===== config.mk =====
export PLATFORM = sky130hd
export DESIGN_NAME = l2_cache_control
export DESIGN_NICKNAME = d
export VERILOG_FILES = /design/src/rtl/lc3b_types.sv /design/src/rtl/sat_counter.sv /design/src/rtl/l2_cache_control.sv
export SDC_FILE = /design/constraint.sdc
export NUM_CORES = 1
export LEC_CHECK = 0
export BUFFER_PORTS_ARGS = -buffer_cell sky130_fd_sc_hd__buf_4
export CORE_ASPECT_RATIO = 0.5
export CORE_MARGIN = 2
export CORE_UTILIZATION = 45
export DETAILED_ROUTE_END_ITERATION = 8
export PLACE_DENSITY_LB_ADDON = 0.12
export SLEW_MARGIN = 40
export SYNTH_ARGS = -nofsm -noshare
export SYNTH_HDL_FRONTEND = slang
export SYNTH_SLANG_ARGS = --single-unit

===== constraint.sdc =====
create_clock -name clk -period 2.8 [get_ports clk]
set_clock_uncertainty 0.1 [all_clocks]
set_input_delay 0.14 -clock clk [delete_from_list [all_inputs] [get_ports clk]]
set_output_delay 0.14 -clock clk [all_outputs]
set_load 0.01 [all_outputs]

===== src/rtl/lc3b_types.sv =====
`default_nettype none
// ============================================================================
//  Module   : lc3b_types (package)
//  Purpose  : Shared LC-3b datapath types: cache chunk widths and the
//             L2 cache controller state encoding.
//  Revision : 1.0  initial release
// ============================================================================
package lc3b_types;

    typedef logic [127:0] lc3b_chunk;
    typedef logic [255:0] lc3b_full_chunk;

    // L2 controller states; two bits cover all four
    typedef enum logic [1:0] {
        IDLE      = 2'd0,
        COMPARE   = 2'd1,
        WRITEBACK = 2'd2,
        FILL      = 2'd3
    } lc3b_l2_state;

endpackage
`default_nettype wire


===== src/rtl/sat_counter.sv =====
`default_nettype none
// ============================================================================
//  Module   : sat_counter
//  Purpose  : Up-counter that sticks at all-ones instead of wrapping.
//  Revision : 1.0  initial release
// ============================================================================
module sat_counter #(
    parameter int WIDTH = 16
) (
    input  logic             clk,
    input  logic             reset,
    input  logic             inc,
    output logic [WIDTH-1:0] count
);

    localparam logic [WIDTH-1:0] c_max = '1;
    localparam logic [WIDTH-1:0] c_one = {{(WIDTH-1){1'b0}}, 1'b1};

    logic [WIDTH-1:0] r_count;

    // count up on inc, holding once the maximum is reached
    always_ff @(posedge clk) begin
        if (reset) begin
            r_count <= '0;
        end else if (inc && (r_count != c_max)) begin
            r_count <= r_count + c_one;
        end
    end

    assign count = r_count;

endmodule
`default_nettype wire


===== src/rtl/l2_cache_control.sv =====
`default_nettype none
// ============================================================================
//  Module   : l2_cache_control
//  Purpose  : Control FSM for the 2-way set-associative L2 cache: hit
//             handling, dirty-victim writeback, line fill, and saturating
//             hit/miss/writeback statistics.
//  Revision : 1.0  initial release
// ============================================================================
module l2_cache_control
    import lc3b_types::*;
#(
    parameter int CNT_WIDTH = 16
) (
    input  logic                 clk,
    input  logic                 reset,
    input  logic                 mem_read,
    input  logic                 mem_write,
    input  logic                 hit,
    input  logic                 hit_way,
    input  logic                 lru_way,
    input  logic                 victim_valid,
    input  logic                 victim_dirty,
    input  logic                 pmem_resp,
    output logic                 route_hit,
    output logic [1:0]           way_write,
    output logic                 tag_load,
    output logic                 dirty_load,
    output logic                 dirty_in,
    output logic                 lru_load,
    output logic                 lru_in,
    output logic                 pmem_addr_sel,
    output logic                 pmem_read,
    output logic                 pmem_write,
    output logic                 mem_resp,
    output logic [CNT_WIDTH-1:0] hit_count,
    output logic [CNT_WIDTH-1:0] miss_count,
    output logic [CNT_WIDTH-1:0] wb_count
);

    lc3b_l2_state r_state;
    lc3b_l2_state w_next_state;
    logic         r_refill;     // current COMPARE is the re-check after a fill
    logic         w_req;
    logic         w_hit_inc;
    logic         w_miss_inc;
    logic         w_wb_inc;

    assign w_req = mem_read | mem_write;

    // state register and refill flag (flag cleared whenever we pass IDLE)
    always_ff @(posedge clk) begin
        if (reset) begin
            r_state  <= IDLE;
            r_refill <= 1'b0;
        end else begin
            r_state <= w_next_state;
            if (r_state == IDLE) begin
                r_refill <= 1'b0;
            end else if ((r_state == FILL) && pmem_resp) begin
                r_refill <= 1'b1;
            end
        end
    end

    // next-state and array/pmem control decoded from state plus inputs
    always_comb begin
        w_next_state  = r_state;
        route_hit     = 1'b1;
        way_write     = 2'b00;
        tag_load      = 1'b0;
        dirty_load    = 1'b0;
        dirty_in      = 1'b0;
        lru_load      = 1'b0;
        lru_in        = 1'b0;
        pmem_addr_sel = 1'b0;
        pmem_read     = 1'b0;
        pmem_write    = 1'b0;
        mem_resp      = 1'b0;
        w_hit_inc     = 1'b0;
        w_miss_inc    = 1'b0;
        w_wb_inc      = 1'b0;
        case (r_state)
            IDLE: begin
                // one cycle for the registered tag/data array read
                if (w_req) begin
                    w_next_state = COMPARE;
                end
            end
            COMPARE: begin
                if (!w_req) begin
                    w_next_state = IDLE;
                end else if (hit) begin
                    mem_resp  = 1'b1;
                    lru_load  = 1'b1;
                    lru_in    = ~hit_way;
                    // a simultaneous read+write is handled as a write
                    if (mem_write) begin
                        way_write[hit_way] = 1'b1;
                        dirty_load         = 1'b1;
                        dirty_in           = 1'b1;
                    end
                    w_hit_inc    = ~r_refill;
                    w_next_state = IDLE;
                end else begin
                    w_miss_inc = ~r_refill;
                    if (victim_valid && victim_dirty) begin
                        w_next_state = WRITEBACK;
                    end else begin
                        w_next_state = FILL;
                    end
                end
            end
            WRITEBACK: begin
                pmem_write    = 1'b1;
                pmem_addr_sel = 1'b1;
                if (pmem_resp) begin
                    w_wb_inc     = 1'b1;
                    w_next_state = FILL;
                end
            end
            FILL: begin
                pmem_read = 1'b1;
                route_hit = 1'b0;
                // install the line clean; any write merges on the re-compare
                if (pmem_resp) begin
                    way_write[lru_way] = 1'b1;
                    tag_load           = 1'b1;
                    dirty_load         = 1'b1;
                    dirty_in           = 1'b0;
                    w_next_state       = COMPARE;
                end
            end
            default: begin
                w_next_state = IDLE;
            end
        endcase
    end

    sat_counter #(.WIDTH(CNT_WIDTH)) u_hit_cnt (
        .clk   (clk),
        .reset (reset),
        .inc   (w_hit_inc),
        .count (hit_count)
    );

    sat_counter #(.WIDTH(CNT_WIDTH)) u_miss_cnt (
        .clk   (clk),
        .reset (reset),
        .inc   (w_miss_inc),
        .count (miss_count)
    );

    sat_counter #(.WIDTH(CNT_WIDTH)) u_wb_cnt (
        .clk   (clk),
        .reset (reset),
        .inc   (w_wb_inc),
        .count (wb_count)
    );

endmodule
`default_nettype wire


* Yosys cells after proc, flatten, opt, wreduce, memory -nomap -nowiden
Index checks and enable logic that the tools add are counted.
Cells by class: add/subtract/negate cells 3, $lt $le $gt $ge 4, equal/unequal tests 9, mux-type cells 39, bitwise operators 3, reduce and logical (&&, ||, !) cells 10
Operator list (number):
- $add 16x1->16 const B | 3
- $ne 16x16->1 const B | 3
- $mux 1 | 25
- $mux 2 | 9
- $pmux 2 s4 | 1
- $logic_and 1x1->1 | 7
- $ne 2x2->1 const B | 3
- $eq 2x2->1 const B | 2
- $lt 1x2->1 const B | 2
- $pmux 2 s2 | 1
- $reduce_and 3->1 | 1
- $demux 1 s1 | 2
- $eq 2x1->1 const B | 1
- $ge 1x1->1 const B | 2
- $logic_not 2->1 | 1
- $not 1->1 | 2
- $pmux 1 s2 | 1
- $reduce_or 2->1 | 1
- $or 1x1->1 | 1
Storage, ports and cells: bits in registers 51, output and inout port bits 60, word-level logic and storage cells 73

* Longest topological paths before layout
depth in word-level cells 8, gate-level depth with buffers 7, mapped depth without buffers 6

* Hierarchy
Synthesis repeated with hierarchy kept, for this count alone.
Second synthesis, totals: cell total of the unflattened synthesis 340, area, all modules 2859.0 sq um
By module, submodules not included:
- sat_counter | times used 3, cells each 99, area an instance 848.3 sq um, seq. area each 320.3 sq um
- l2_cache_control | times used 1, cells each 43, area an instance 314.1 sq um, seq. area each 60.1 sq um

* Least setup slack after synthesis
Ideal clock, no wire load.
path type register to register, start register r_state[1], end register u_miss_cnt.r_count[11], in the netlist u_miss_cnt.count[11], setup time 0.121 ns, arrival time 1.958 ns, data required time 2.579 ns, slack 0.621 ns, cell stages (with the launch flop) 8, clock period less this slack 2.179 ns, cell sequence dfxtp_1 inv_1 ha_1 o21ai_1 or4_1 buf_2 nor4_1 mux2_2
On the way: cells in the longest elaborated chain, start to end 3
Ends and longest elaborated chain:
- from (decl) | line l2_cache_control.sv:40 | lc3b_l2_state r_state;
- from (signal assigned) | line l2_cache_control.sv:56 | r_state <= w_next_state;
- $eq 2x1->1 | line l2_cache_control.sv:82 | case (r_state)
- $mux 1 | line l2_cache_control.sv:82
- $logic_and 1x1->1 | line sat_counter.sv:25 | end else if (inc && (r_count != c_max)) begin
- to (signal assigned) | line sat_counter.sv:26 | r_count <= r_count + c_one;
- to (decl) | line sat_counter.sv:19 | logic [WIDTH-1:0] r_count;
No other way between the ends. A chain may end at the register's enable or synchronous reset.

* Worst setup path after layout
start register r_state[1], end register u_miss_cnt.r_count[4], in the netlist u_miss_cnt.count[4]
Same word-level chain as after synthesis.

==> flow_summary.json <==
{
  "status": "finished, final reports clean",
  "dieArea_um2": 6850,
  "grt_antenna_before_repair": 0,
  "clk_pin_slew_ns": 0.06,
  "synth_edf_count": 0,
  "hold_path_depth": 4,
  "synth-async-reset-ratio": 0,
  "r2r_start": "r_state[1]",
  "r2r_slack_ns": 0.41,
  "setup_violations": 0,
  "drt-total-wl_um": 6840,
  "vias": 2750,
  "row_count": 20,
  "final_layout_size_suffix_gt1_frac": 0.252,
  "port_buffers": 69,
  "drt_iter0_markers": 180,
  "critPathRequiredTime_ns": 2.88,
  "num_antenna_cells": 0,
  "clk_latency_ns": 0.29,
  "post_cts_resized": 0,
  "h-tree-depth": 2,
  "synth.most_common_cell": "dfxtp_1",
  "grt_pass1_vias": 2523,
  "rsz0062_at_grt": "no",
  "ys.flop_type": "dfxtp_1",
  "holdPathEnd": "r_state[1]",
  "finalCriticalPeriod_ns": 2.39,
  "whs_ns": 0.138,
  "fin_nets": 413,
  "synth_common_cells": "dfxtp_1 (51), a21oi_1 (32), nand2_1 (21), nor2_1 (21), or4_1 (19)",
  "gp_congestion": 0.799,
  "root_buffer": "clkbuf_16",
  "die_x_um": 115,
  "hp-start": "pmem_resp",
  "critPathMaxFanout": 11,
  "syn_inst": 334,
  "synthTopCellsByArea": "dfxtp_1 (37%), a21oi_1 (5.8%), or4_1 (5.1%), mux2_2 (4.5%), o31ai_1 (3.8%)",
  "fmax_mhz": 419,
  "ys_seq_area_frac": 0.368,
  "worst_r2r_path_depth": 6,
  "ys_ff_latch": 51,
  "worstPathArrival_ns": 2.47,
  "p_leak_nw": 1.30,
  "ys_types": 44,
  "drv_cap": 0,
  "area_delta_synth_final_pct": 26.1,
  "tritoncts": "yes",
  "postCtsSetupRepairBufs": 0,
  "viasPerCell": 5.80,
  "tightest_slew_ns": 0.668,
  "rr_endpoint": "u_miss_cnt.count[4]",
  "syn_area_per_cell_um2": 8.31,
  "grt_pass1_wl_um": 11400,
  "synth_top_area_cell": "dfxtp_1",
  "synthesis.nets": 351,
  "grt_max_degree": 60,
  "synth_warnings": 0,
  "clockBufferDepth": 2,
  "grt_usage": 0.206,
  "max_slew_margin": 0.552,
  "final.setup.tns_ns": 0,
  "irDropWorstVdd_v": 0.000240,
  "coreArea_um2": 6010,
  "crit_path_start_kind": "flop",
  "yosysTopAreaCellShare": 0.368,
  "ios": 70,
  "ctsHoldBuffers": 0,
  "dieHeight_um": 59.5,
  "finalCritPeriodShare": 0.852,
  "grt_remaining_overflow": 0,
  "slew_viol_final": 0,
  "syn-cell-area_um2": 2780,
  "initial_core_util": 0.462,
  "wire_per_inst_um": 14.4,
  "place.detailed.hpwl_um": 4900,
  "cts_buffers": 5,
  "clock_sinks": 51,
  "path_class": "flop to flop",
  "worstHoldPathType": "input port to flop",
  "drt_first_pass_iters": 4,
  "cp-end-kind": "flop",
  "power_density_nw_per_um2": 422,
  "drc_errors": 0,
  "detail-route-antenna-nets": 0,
  "hold_violations": 0
}
layout make-up:
class | instances | area, µm²
Inverter | 17 | 63.8
Tap cell | 77 | 96.3
Timing Repair Buffer | 72 | 541
Sequential cell | 51 | 1020
Fill cell | 552 | 2510
Clock buffer | 8 | 156
Multi-Input combinational cell | 249 | 1620
how the worst max path moves through the flow:
stage / from / end / slack [ns] / cells past startpoint
2_1_floorplan: r_state[1] / u_miss_cnt.count[11] / 0.62 / 7
3_3_place_gp: r_state[1] / u_hit_cnt.count[15] / 0.51 / 6
3_5_place_dp: r_state[1] / u_miss_cnt.count[4] / 0.43 / 6
4_1_cts: r_state[1] / u_miss_cnt.count[4] / 0.40 / 6
5_1_grt: r_state[1] / u_miss_cnt.count[11] / 0.23 / 6
6_report: r_state[1] / u_miss_cnt.count[4] / 0.41 / 6
flip-flops by register name (all words and copies together) (netlist names):
name / flops
r_refill: 1
r_state: 2
u_hit_cnt.count: 16
u_miss_cnt.count: 16
u_wb_cnt.count: 16
cells in the final DEF (no fill, tap or decap), drive strengths merged, types with 2 or more instances in the layout:
cell type	n
nor2b	11
clkbuf	8
a311oi	2
nand4	12
nor4b	3
or4b	2
or2	4
nor3	7
or3	12
or3b	2
o21ai	11
o21bai	2
buf	72
inv	17
o31ai	14
dfxtp	51
o211a	2
o41ai	5
a211oi	4
and4	2
mux2	11
nor4	11
and2	2
nor2	21
o31a	2
or4	19
a21oi	32
nand2	21
ha	7
o311ai	3
nand3	14
nand3b	2
routing by layer:
layer,share of wire,track usage
met1,0.46,0.253
met2,0.49,0.371
met3,0.042,0.0542
met4,0.0073,0.0430
met5,0,0
worst max-delay path, stage by stage, from the launching register on:
cell,delay [ns]
dfxtp_1,0.34
inv_1,0.09
ha_1,0.20
o21ai_1,0.13
or4_1,0.68
a311oi_1,0.36
mux2_2,0.37
cell families (layout without fill, tap and decap cells):
| kind of cell | count (synthesis) | after routing | synth area share |
|---|---|---|---|
| AOI/OAI and AO/OA | 84 | 84 | 0.199 |
| adders and majority gates | 7 | 7 | 0.0316 |
| muxes | 12 | 12 | 0.0482 |
| and+or+nand+nor | 146 | 146 | 0.303 |
| DFF | 51 | 51 | 0.368 |
| buffers and inverters | 34 | 97 | 0.0505 |
stage by stage:
stage               power, W  worst slack, ns   util  std cells  cell area (µm²)
global route         0.00153            0.227  0.583        474             3500
global placement    0.000846            0.511  0.556        466             3340
finish               0.00148            0.415  0.583        474             3500
CTS                  0.00150            0.403  0.583        474             3500
detailed placement  0.000850            0.433  0.556        466             3340
floorplan           0.000810            0.621      -        334             2780
power breakdown:
| group | total (W) | leakage [nW] | switching [W] | internal (W) |
|---|---|---|---|---|
| Sequential | 0.000738 | 0.411 | 0.00000654 | 0.000731 |
| Clock | 0.000642 | 0.0772 | 0.000261 | 0.000381 |
| Combinational | 0.0000951 | 0.812 | 0.0000559 | 0.0000393 |
| Total | 0.00148 | 1.30 | 0.000324 | 0.00115 |
(Power assumes the default switching activity.)
